<file path="src/rtl/snake_pkg.sv">
// Shared grid geometry, coordinate type and food-placer state encoding
// used by the snake game blocks.
package snake_pkg;

  localparam int GRID_W  = 40;
  localparam int GRID_H  = 30;
  localparam int COORD_W = 6;

  typedef logic [COORD_W-1:0] coord_t;

  typedef enum logic [2:0] {
    IDLE,
    SAMPLE,
    QUERY,
    SCAN,
    DONE,
    FAIL
  } fp_state_t;

endpackage

</file>
<file path="src/rtl/food_scan_ctr.sv">
// Wrap-around raster counter over a W x H grid with load, single-step
// advance and a flag marking the final cell of a full sweep.
module food_scan_ctr #(
  parameter int W  = 40,
  parameter int H  = 30,
  parameter int CW = 6
) (
  input  logic          clk,
  input  logic          rst,
  input  logic          load,
  input  logic [CW-1:0] load_x,
  input  logic [CW-1:0] load_y,
  input  logic          step,
  output logic [CW-1:0] x,
  output logic [CW-1:0] y,
  output logic          sweep_done
);

  localparam int NCELL = W * H;
  localparam int CNT_W = $clog2(NCELL);

  logic [CNT_W-1:0] cnt;

  always_ff @(posedge clk) begin
    if (!rst) begin
      x   <= '0;
      y   <= '0;
      cnt <= '0;
    end else if (load) begin
      x   <= load_x;
      y   <= load_y;
      cnt <= '0;
    end else if (step) begin
      cnt <= cnt + 1'b1;
      if (x == CW'(W - 1)) begin
        x <= '0;
        y <= (y == CW'(H - 1)) ? '0 : y + 1'b1;
      end else begin
        x <= x + 1'b1;
      end
    end
  end

  // High while the current cell is the last one of a sweep started at load.
  assign sweep_done = (cnt == CNT_W'(NCELL - 1));

endmodule

</file>
<file path="src/rtl/food_placer.sv">
// Picks a free grid cell for new food from the rng word, retrying via the
// occupancy handshake. FOOD_SCAN_FALLBACK_EN adds a raster-scan fallback.
module food_placer #(
  parameter int GRID_W    = snake_pkg::GRID_W,
  parameter int GRID_H    = snake_pkg::GRID_H,
  parameter int COORD_W   = snake_pkg::COORD_W,
  parameter int MAX_TRIES = 64
) (
  input  logic               clk,
  input  logic               rst,
  input  logic [14:0]        rnd,
  input  logic               req,
  output logic               occ_req,
  output logic [COORD_W-1:0] occ_x,
  output logic [COORD_W-1:0] occ_y,
  input  logic               occ_ack,
  input  logic               occ_hit,
  output logic [COORD_W-1:0] food_x,
  output logic [COORD_W-1:0] food_y,
  output logic               food_valid,
  output logic               busy,
  output logic               fail
);
  import snake_pkg::*;

  localparam int TW = $clog2(MAX_TRIES + 1);

  fp_state_t          state;
  logic [TW-1:0]      tries;
  logic [14:0]        last;
  logic               first;
  logic [COORD_W-1:0] cx, cy;
  logic               in_range, fresh, limit;

  assign cx       = rnd[COORD_W-1:0];
  assign cy       = rnd[2*COORD_W-1:COORD_W];
  assign in_range = ({1'b0, cx} < (COORD_W + 1)'(GRID_W)) &&
                    ({1'b0, cy} < (COORD_W + 1)'(GRID_H));
  assign fresh    = first || (rnd != last);
  assign limit    = (tries == TW'(MAX_TRIES - 1));

`ifdef FOOD_SCAN_FALLBACK_EN
  localparam fp_state_t LIMIT_ST = SCAN;

  logic               scan_run, scan_load, scan_step, sweep_done;
  logic [COORD_W-1:0] sx, sy, cand_x, cand_y;

  // First SCAN cycle loads the raster counter; a hit on a non-final cell steps it.
  always_comb begin
    scan_load = (state == SCAN) && !scan_run;
    scan_step = (state == SCAN) && scan_run && occ_req && occ_ack &&
                occ_hit && !sweep_done;
  end

  food_scan_ctr #(.W(GRID_W), .H(GRID_H), .CW(COORD_W)) u_scan (
    .clk        (clk),
    .rst        (rst),
    .load       (scan_load),
    .load_x     (cand_x),
    .load_y     (cand_y),
    .step       (scan_step),
    .x          (sx),
    .y          (sy),
    .sweep_done (sweep_done)
  );
`else
  localparam fp_state_t LIMIT_ST = FAIL;
`endif

  always_ff @(posedge clk) begin
    if (!rst) begin
      state      <= IDLE;
      tries      <= '0;
      last       <= '0;
      first      <= 1'b0;
      occ_req    <= 1'b0;
      occ_x      <= '0;
      occ_y      <= '0;
      food_x     <= '0;
      food_y     <= '0;
      food_valid <= 1'b0;
      busy       <= 1'b0;
      fail       <= 1'b0;
`ifdef FOOD_SCAN_FALLBACK_EN
      scan_run   <= 1'b0;
      cand_x     <= '0;
      cand_y     <= '0;
`endif
    end else begin
      case (state)
        IDLE, DONE: begin
          state <= IDLE;
          if (req) begin
            state      <= SAMPLE;
            food_valid <= 1'b0;
            fail       <= 1'b0;
            tries      <= '0;
            busy       <= 1'b1;
            first      <= 1'b1;
          end
        end
        SAMPLE: if (fresh) begin
          last  <= rnd;
          first <= 1'b0;
          if (in_range) begin
            occ_x   <= cx;
            occ_y   <= cy;
            occ_req <= 1'b1;
            state   <= QUERY;
`ifdef FOOD_SCAN_FALLBACK_EN
            cand_x  <= cx;
            cand_y  <= cy;
`endif
          end else begin
            tries <= tries + 1'b1;
            if (limit) state <= LIMIT_ST;
          end
        end
        QUERY: if (occ_ack) begin
          occ_req <= 1'b0;
          if (!occ_hit) begin
            food_x     <= occ_x;
            food_y     <= occ_y;
            food_valid <= 1'b1;
            busy       <= 1'b0;
            state      <= DONE;
          end else begin
            tries <= tries + 1'b1;
            state <= limit ? LIMIT_ST : SAMPLE;
          end
        end
`ifdef FOOD_SCAN_FALLBACK_EN
        SCAN: begin
          if (!scan_run) begin
            scan_run <= 1'b1;
          end else if (!occ_req) begin
            occ_req <= 1'b1;
            occ_x   <= sx;
            occ_y   <= sy;
          end else if (occ_ack) begin
            occ_req <= 1'b0;
            if (!occ_hit) begin
              food_x     <= occ_x;
              food_y     <= occ_y;
              food_valid <= 1'b1;
              busy       <= 1'b0;
              scan_run   <= 1'b0;
              state      <= DONE;
            end else if (sweep_done) begin
              scan_run <= 1'b0;
              state    <= FAIL;
            end
          end
        end
`endif
        FAIL: begin
          fail       <= 1'b1;
          busy       <= 1'b0;
          food_valid <= 1'b0;
          state      <= IDLE;
        end
        default: state <= IDLE;
      endcase
    end
  end

endmodule

</file>
<file path="config.mk">
export PLATFORM = sky130hd
export DESIGN_NAME = food_placer
export DESIGN_NICKNAME = d
export VERILOG_FILES = /design/src/rtl/snake_pkg.sv /design/src/rtl/food_scan_ctr.sv /design/src/rtl/food_placer.sv
export SDC_FILE = /design/constraint.sdc
export NUM_CORES = 1
export LEC_CHECK = 0
export BUFFER_PORTS_ARGS = -buffer_cell sky130_fd_sc_hd__buf_2
export CAP_MARGIN = 5
export CORE_MARGIN = 2
export CORE_UTILIZATION = 49
export CTS_CLUSTER_DIAMETER = 150
export DETAILED_ROUTE_END_ITERATION = 8
export HOLD_SLACK_MARGIN = 0.15
export PLACE_DENSITY = 0.82
export SYNTH_ARGS = -nofsm -noshare
export SYNTH_HDL_FRONTEND = slang
export SYNTH_SLANG_ARGS = --single-unit
export TNS_END_PERCENT = 100
</file>
<file path="constraint.sdc">
create_clock -name clk -period 4.3 [get_ports clk]
set_clock_uncertainty 0.1 [all_clocks]
set_input_delay 0.645 -clock clk [delete_from_list [all_inputs] [get_ports clk]]
set_output_delay 0.645 -clock clk [all_outputs]
set_load 0.05 [all_outputs]
</file>
==> results of run 1 <==
## Yosys cell counts (4+ instances only)
| cell type | number |
|---|---|
| buf_2 | 4 |
| nor2_1 | 6 |
| dfxtp_1 | 54 |
| nor2b_1 | 30 |
| nand4_1 | 6 |
| nand2_1 | 30 |
| xnor2_1 | 13 |
| clkbuf_1 | 8 |
| nand3_1 | 13 |
| mux2i_1 | 28 |
| o21ai_0 | 21 |
## critical path: stages (launching register included)
cell,delay [ps]
dfxtp_1,530
or3b_1,500
o221ai_1,160
nand2_1,90
o21ai_0,860
nand3_1,220
o31ai_1,250
## state kept, by name (all words and copies together) (netlist names)
| name | flops |
|---|---|
| last | 15 |
| tries | 7 |
| food_x | 6 |
| food_y | 6 |
| occ_x | 6 |
| occ_y | 6 |
| state | 3 |
| busy | 1 |
| fail | 1 |
| first | 1 |
| food_valid | 1 |
| occ_req | 1 |
## area by class of cell
| cell class | count | area, um2 |
|---|---|---|
| clock inverters | 3 | 25.02 |
| well taps | 67 | 83.83 |
| flip-flops and latches | 54 | 1081 |
| multi-input cells | 189 | 1259 |
| fillers | 434 | 1983 |
| clock buffers | 5 | 68.82 |
| inverters | 1 | 3.754 |
| repair buffers | 49 | 250.2 |
## cell families after synthesis
| family | count (synthesis) |
|---|---|
| xor gates and xnor gates | 16 |
| buffers and inverters | 16 |
| and+or+nand+nor | 104 |
| AOI/OAI and AO/OA | 40 |
| adders and majority gates | 1 |
| muxes | 28 |
| DFF | 54 |
## worst max-delay path by stage
| stage | to | startpoint | depth (start not counted) |
|---|---|---|---|
| floorplan | last[10] | rnd[6] | 8 |
| global placement | last[5] | rnd[6] | 7 |
| detailed placement | last[3] | rnd[6] | 7 |
| CTS | tries[4] | state[0] | 6 |
| global route | tries[4] | state[0] | 6 |
| finish | tries[4] | state[0] | 6 |
## metal layers
layer | routed length (um) | up-vias | GRT usage [%]
met4 | 66 | 0 | 6.151
met2 | 2180 | 42 | 27.58
met3 | 172 | 6 | 4.607
li1 | - | 977 | -
met1 | 2254 | 876 | 23.02
met5 | 0 | - | 0
## placed cells by master, fill, tap and decap left out, types with 2 or more instances in the layout
cell	count
a21boi_0	2
nor3b_1	2
xor2_1	3
nand2b_1	3
and2_1	2
buf_2	47
dfxtp_1	54
clkbuf_8	5
nand3b_1	2
nand3_1	13
a21oi_1	2
a32o_1	2
xnor2_1	13
nand4_1	6
a21o_1	3
nand2_1	30
or2_2	3
mux2i_1	28
nor2b_1	30
o31ai_1	2
buf_4	2
o21ai_0	21
nor2_1	6
## through the flow
stage | power [uW] | cells | hold WS [ps] | setup WS [ps]
global route | 1154 | 368 | 389.0 | 1196
global placement | 810.9 | 360 | 335.5 | 1353
finish | 1097 | 368 | 356.2 | 1502
detailed placement | 817.3 | 360 | 347.7 | 1289
floorplan | 773.5 | 259 | 336.4 | 1947
CTS | 1106 | 368 | 363.1 | 1490
## power groups by stage
stage | Clock [uW] | Combinational, uW | Sequential, uW
2_1_floorplan | 0 | 180 | 594
3_3_place_gp | 0 | 240 | 571
3_5_place_dp | 0 | 245 | 573
4_1_cts | 299 | 246 | 561
5_1_grt | 317 | 272 | 566
6_report | 290 | 245 | 561
==> impl_metrics.toml, run 1 <==
[synthesis]
yosys.area_share.xor_xnor_pct = 5.785
syn_nets = 280
yosys.area_share.simple_pct = 23.30
synth_compound_area_share_pct = 10.59
synth_largest_area_cell = "dfxtp_1"
synthesis.area_mm2 = 0.002422
postSynthCellCount = 259
synth-seq-cells = 54
synthAdderAreaFrac_pct = 0.5165
synth_cell_types = 40
yosys_warnings = 0
synth_top_family_by_area = "simple AND/OR/NAND/NOR gates"
synthMuxAreaShare_pct = 11.57
ys.flop_type = "dfxtp_1"
synth-seq-area-share_pct = 44.63
synth_area_per_cell_um2 = 9.353
synth_edf_count = 0
yosysTopAreaCellShare_pct = 44.63
synthArstFlopShare_pct = 0
yosys-top-cells-area = "dfxtp_1 45%, mux2i_1 12%, nor2b_1 7.7%"

[die]
ioPinCount = 48
rows = 25
start_util_pct = 50.95
die_w_um = 74.31
die-area_mm2 = 0.005522
core_region_area_mm2 = 0.004755
die_h_um = 74.31

[clock_network]
cts_setup_buffers = 0
clock_latency_ps = 310
clkTransAtPathRegs_ps = 100
h-tree-depth = 2
cts_tree = "yes"
clockBufferDepth = 2
cts_sinks = 54
cts_hold_buf = 0
cts_buffers = 5
clockRootBuffer = "clkbuf_8"
cts_resized = 0

[global_routing]
antenna_found_initial = 0
grt_max_degree = 70
grt_pass1_wl_um = 7479
grt_pass1_vias = 1649
grt-ovfl-total = 0
grt_use_total_pct = 17.38

[worst_setup_path]
startpoint_type = "flop"
rr_endpoint = "tries[4]"
crit_fanout = 11
path_class = "reg2reg"
rrSetupSlack_ps = 1500
r2r-start = "state[0]"
rr_worst_depth = 6
critPathCaptureType = "flop"
critical_path_arrival_ps = 2920
required_ps = 4430

[placement]
io_buffers = 47
globalplace.congestion = 0.8610
dp_hpwl_um = 3326
dpl_cell_area_mm2 = 0.002678

[power]
leakage_uw = 0.001137
power_density_mw_per_mm2 = 395.8
combPwrFrac_pct = 22.3
clockPowerShare_pct = 26.5
peakVddDrop_v = 0.0001787
intPower_uw = 749.0
p_switching_uw = 347.8
p_seq_share_pct = 51.2
p_sw_share_pct = 31.71

[timing]
rsz0062_at_grt = "no"
setup_viol = 0
final_max_slew_viol_count = 0
max_freq_mhz = 357.4
min_period_over_period_pct = 65.08
worst_pin_slew_ps = 1105
final-hold-violation-count = 0
slew_headroom_pct = 25.54
min_period_ps = 2798
tns_ps = 0

[layout]
nets = 321
fin_util_pct = 58.29
area_growth_pct = 14.41
design_area_mm2 = 0.002771
drive_gt1_share_pct = 21.26
antenna_cells = 0

[drt]
drt_pass1_iterations = 4
ant_nets = 0
vias = 1901
vias_per_cell = 5.166
drtIter0Drc = 101
route.detailed.drc = 0
wl_per_cell_um = 12.70
finalWirelength_um = 4674

[worst_hold_path]
holdPathStages = 2
hold_path_class = "reg2reg"
hold_start = "occ_y[5]"
min_to = "occ_y[5]"

[job]
drv_cap = 0

[status]
status = "complete, no violations"
Power figures use the tool's default switching activity.
==> inputs of run 2 (changes only) <==
- ABC_AREA: default -> 1
- PLACE_DENSITY: 0.82 -> 0.85
- clock period: 4.3 -> 2.45 ns (I/O delays scaled with it)
==> run 2 against run 1 <==
  * Sequential power grew 80%
  * Register-to-register slack got worse by 1100 ps
  * Combinational power is 95% higher
  * Critical path depth grew 4
  * Critical path type unchanged
  * Sequential share of layout area down 1.5 points
  * Critical endpoint is now food_x[4]
  * Die area increased by 2.5%
  * Synthesized cell count increased by 42%
  * Power up 94%
  * Fmax is 40% higher
  * Count of clock-buffer cells in the layout stayed put
  * Cell count up 31%
==> impl_metrics.toml, run 2 <==
[drt]
drt_pass1_iterations = 4
wl_per_cell_um = 11.81
ant_nets = 0
route.detailed.drc = 0
drtIter0Drc = 207
vias_per_cell = 4.930
vias = 2381
finalWirelength_um = 5703

[die]
die_h_um = 75.25
core_region_area_mm2 = 0.004817
die-area_mm2 = 0.005663
ioPinCount = 48
start_util_pct = 51.64
rows = 25
die_w_um = 75.25

[synthesis]
synth_common_cells = "83 x nand2_1, 59 x nor2_1, 54 x dfxtp_1"
synthArstFlopShare_pct = 0
synth_most_common_cell = "nand2_1"
synth_edf_count = 0
yosys-top-cells-area = "dfxtp_1 43%, nand2_1 13%, nor2_1 8.9%"
synth-seq-cells = 54
synthesis.area_mm2 = 0.002487
syn_nets = 390
synth_area_per_cell_um2 = 6.741
synth_cell_types = 30
synth-seq-area-share_pct = 43.46
yosys_warnings = 0
ys.flop_type = "dfxtp_1"
synth_largest_area_cell = "dfxtp_1"
postSynthCellCount = 369
yosysTopAreaCellShare_pct = 43.46

[layout]
final_common_cell = "nand2_1"
largest_reg_flops = 15
instances_no_fill = 483
drive_gt1_share_pct = 18.51
antenna_cells = 0
final_cell_mix = "83 x nand2_1, 59 x nor2_1, 54 x dfxtp_1"
regArea_mm2 = 0.001081
regMostFlops = "last"
largestRegisters = "last (15), tries (7)"
nFillCells = 453
area_growth_pct = 15.74
nets = 436
multi_input_area_mm2 = 0.001111

[power]
clockPowerShare_pct = 29.7
power_density_mw_per_mm2 = 737.4
combPwrFrac_pct = 22.5
peakVddDrop_v = 0.0004444
p_switching_uw = 698.8
intPower_uw = 1424
p_seq_share_pct = 47.8
leakage_uw = 0.001479
p_sw_share_pct = 32.92

[global_routing]
grt_use_total_pct = 22.40
grt_pass1_vias = 2153
grt_max_degree = 43
grt-ovfl-total = 0
grt_pass1_wl_um = 9694
antenna_found_initial = 0

[worst_hold_path]
hold_path_class = "in2reg"

[clock_network]
cts_buffers = 5
h-tree-depth = 2
cts_resized = 0
cts_tree = "yes"
cts_hold_buf = 0
cts_sinks = 54
cts_setup_buffers = 0
clockRootBuffer = "clkbuf_8"
clock_latency_ps = 320
clkTransAtPathRegs_ps = 100
clockBufferDepth = 2

[timing]
max_freq_mhz = 499.9
setup_viol = 0
final_max_slew_viol_count = 0
min_period_ps = 2001
slew_headroom_pct = 69.70
final-hold-violation-count = 0
tns_ps = 0
min_period_over_period_pct = 81.65
worst_pin_slew_ps = 452.9
rsz0062_at_grt = "no"

[job]
drv_cap = 0

[worst_setup_path]
critical_path_arrival_ps = 2120
path_class = "reg2reg"
critPathCaptureType = "flop"
required_ps = 2570
startpoint_type = "flop"
crit_fanout = 14

[placement]
dp_hpwl_um = 4152
placed_cells = 475
globalplace.congestion = 0.8777
io_buffers = 47

[status]
status = "complete, no violations"
## run 2: cell count changes after synthesis, sizes merged, moves of 28 or more
| cell | change |
|---|---|
| nor2 | +55 |
| mux2i | -28 |
| a21oi | +29 |
| nand2 | +56 |
| inv | +55 |
| nor2b | -29 |
## run 2: area by class of cell
type | count | share of cell area (%)
Clock buffer | 5 | 2.390
Clock inverter | 3 | 1.651
Inverter | 57 | 7.432
Multi-Input combinational cell | 245 | 38.59
Sequential cell | 54 | 37.55
Tap cell | 67 | 2.912
Timing Repair Buffer | 52 | 9.474
## run 2: worst max-delay path: stages, from the launching register on
cell     delay, ps
dfxtp_1        400
nor2_1          90
nand2_2        100
nor2_1          60
inv_2          130
nand3_2        120
nor2_1         380
buf_4          270
inv_2           80
nor2_1         100
nor2_1          50
## run 2: cell families after synthesis
| kind of cell | Yosys count | synth area share [%] |
|---|---|---|
| XOR/XNOR | 1 | 0.3522 |
| buffers and inverters | 70 | 11.87 |
| AND/OR/NAND/NOR | 171 | 29.02 |
| AO/OA/AOI/OAI | 72 | 14.79 |
| adder cells (fa/ha/maj) | 1 | 0.5029 |
| flip-flops | 54 | 43.46 |
## run 2: power groups by stage
stage / registers [uW] / logic [uW] / clock network (uW)
finish: 1010 / 477 / 631
detailed placement: 1030 / 473 / 0
global placement: 1030 / 461 / 0
global route: 1020 / 540 / 665
floorplan: 1100 / 298 / 0
CTS: 1010 / 477 / 636
## run 2: through the flow
stage	cell area [um2]	total power (uW)	worst slack [ps]	utilization, %	hold WS, ps
final	2879	2123	449.5	59.77	216.5
after global routing	2879	2230	268.2	59.77	227.2
after CTS	2879	2127	487.6	59.77	213.8
after detailed placement	2763	1505	424.8	57.35	351.7
after global placement	2763	1492	422.8	57.35	347.0
after floorplan	2487	1399	941.3	-	339.3
## run 2: worst paths after layout
kind | from | end | slack [ps] | cells after the start
min | rst | tries[6] | 220 | 3
max | state[0] | food_x[4] | 450 | 10
min reg2reg | fail | fail | 370 | 2
max reg2reg | state[0] | food_x[4] | 450 | 10
## run 2: per-layer routing
| metal | routed length (um) | global-route usage, % | vias to the layer above |
|---|---|---|---|
| met1 | 2668 | 28.50 | 1065 |
| met4 | 127 | 6.628 | 0 |
| met3 | 315 | 5.087 | 11 |
| li1 | - | - | 1241 |
| met2 | 2592 | 38.11 | 64 |
| met5 | 0 | 0 | - |
==> inputs of run 3 (changes only) <==
- PLACE_DENSITY: 0.85 -> 0.82
- clock period: 2.45 -> 1.9 ns (I/O delays scaled with it)
==> run 3 against run 2 <==
  * Sequential power rose by 30%
  * Wire length is 3.7% lower
  * Global-route usage fell by 1.6 points
  * Critical endpoint is now state[0]
  * Critical path depth decreased by 1
  * Count of clock-buffer cells in the layout did not move
  * Via count is 2.1% lower
  * Worst setup slack lost 290 ps
  * Register-to-register slack lost 290 ps
  * Fmax grew 15%
  * Highest routed layer unchanged
  * Core utilization rose by 0.62 points
  * Worst hold slack got worse by 51 ps
==> impl_metrics.toml, run 3 (same netlist as run 2, synthesis figures left out) <==
[drt]
wl_per_cell_um = 11.34
drtIter0Drc = 168
routed.top_layer = "met4"
met1_length_um = 2548
vias_per_cell = 4.814
finalWirelength_um = 5490
drt_pass1_iterations = 4
route.detailed.drc = 0
vias = 2330
met3_length_um = 270
ant_nets = 0
wl_met2_um = 2645

[die]
die-area_mm2 = 0.005663
rows = 25
die_w_um = 75.25
ioPinCount = 48
die_h_um = 75.25
start_util_pct = 51.64
core_region_area_mm2 = 0.004817

[worst_setup_path]
startpoint_type = "flop"
rr_worst_depth = 9
critPathCaptureType = "flop"
required_ps = 2000
crit_fanout = 4
path_class = "reg2reg"
critical_path_arrival_ps = 1840

[global_routing]
grt_pass1_wl_um = 9177
grt-ovfl-total = 0
grt_pass1_vias = 2087
grt_use_total_pct = 20.77
grt_max_degree = 45
antenna_found_initial = 0

[timing]
min_period_over_period_pct = 91.82
setup_viol = 0
tns_ps = 0
max_freq_mhz = 573.2
worst_slack_ps = 155.4
worst_pin_slew_ps = 418.7
min_period_ps = 1745
slew_headroom_pct = 72.06
final-hold-violation-count = 0
final_max_slew_viol_count = 0

[clock_network]
clockBufferDepth = 2
cts_buffers = 5
cts_sinks = 54
clockRootBuffer = "clkbuf_8"
clock_latency_ps = 300
cts_tree = "yes"
h-tree-depth = 2
clkTransAtPathRegs_ps = 100

[layout]
final_cell_mix = "83 x nand2_1, 56 x nor2_1, 53 x dfxtp_1"
largest_reg_flops = 15
nets = 437
antenna_cells = 0
drive_gt1_share_pct = 19.66
area_growth_pct = 16.95
regMostFlops = "last"
design_area_mm2 = 0.002909
largestRegisters = "last (15), tries (7)"
final_common_cell = "nand2_1"

[placement]
dp_slack_ps = -96.47
dp_hpwl_um = 4056
dpl_cell_area_mm2 = 0.002763
globalplace.congestion = 0.8725
io_buffers = 47

[worst_hold_path]
holdPathStages = 3
hold_path_class = "in2reg"

[power]
power_uw = 2688
peakVddDrop_v = 0.0006272
power_density_mw_per_mm2 = 924.1
leakage_uw = 0.001478

[status]
status = "complete, no violations"

[job]
drv_cap = 0
run 3: changes by cell type in the layout (fill, tap and decap cells not counted):
cell           change
nor2_1             -3
clkinvlp_4         +2
inv_6              -2
nor2_2             +2
buf_4              -1
buf_6              +1
dfxtp_1            -1
dfxtp_2            +1
dlygate4sd3_1      +1
nand3_1            -1
nand3_2            +1
nor2_4             +1
run 3: cell type report:
type                            instances  area (um2)
Fill cell                             468        1908
Inverter                               57       214.0
Clock buffer                            5       68.82
Timing Repair Buffer                   53       286.5
Sequential cell                        54        1082
Multi-Input combinational cell        245        1129
Tap cell                               67       83.83
Clock inverter                          3       45.04
run 3: path summary, 6_finish.rpt:
check                           endpoint  slack [ps]     start
worst min register to register   occ_req         350   occ_req
worst max-delay path            state[0]         160  tries[1]
worst max register to register  state[0]         160  tries[1]
worst min-delay path            occ_y[0]         170    rnd[6]
run 3: worst max-delay path, cell delays in order (launching register included):
cell      delay (ps)
dfxtp_1          390
ha_1             200
nand3_1          120
nor2_2           150
nand2_1           80
nor2_1           180
or2_2            160
nand3_1          100
o21bai_1         140
inv_1             40
run 3: power breakdown:
| part | switching, uW | internal, uW |
|---|---|---|
| Combinational | 426 | 197 |
| Sequential | 67.9 | 1240 |
| Clock | 365 | 392 |
| Total | 860 | 1830 |
run 3: timing repair:
action,4_1_cts,5_1_grt
setup endpoints to repair,0,28
hold endpoints to repair,1,0
hold buffers,1,0
gates resized for setup,0,7
buffers inserted,0,0
run 3: per-layer routing:
metal	up-vias	GRT usage, %
met5	-	0
met4	0	4.094
met3	2	3.481
met2	59	35.87
met1	1029	27.60
li1	1240	-
run 3: per-stage QoR:
step | utilization [%] | std cells | hold slack (ps)
floorplan | - | 369 | 319.9
global placement | 57.35 | 475 | 334.0
detailed placement | 57.35 | 475 | 336.3
CTS | 59.92 | 484 | 161.7
global route | 60.39 | 484 | 178.4
finish | 60.39 | 484 | 165.8
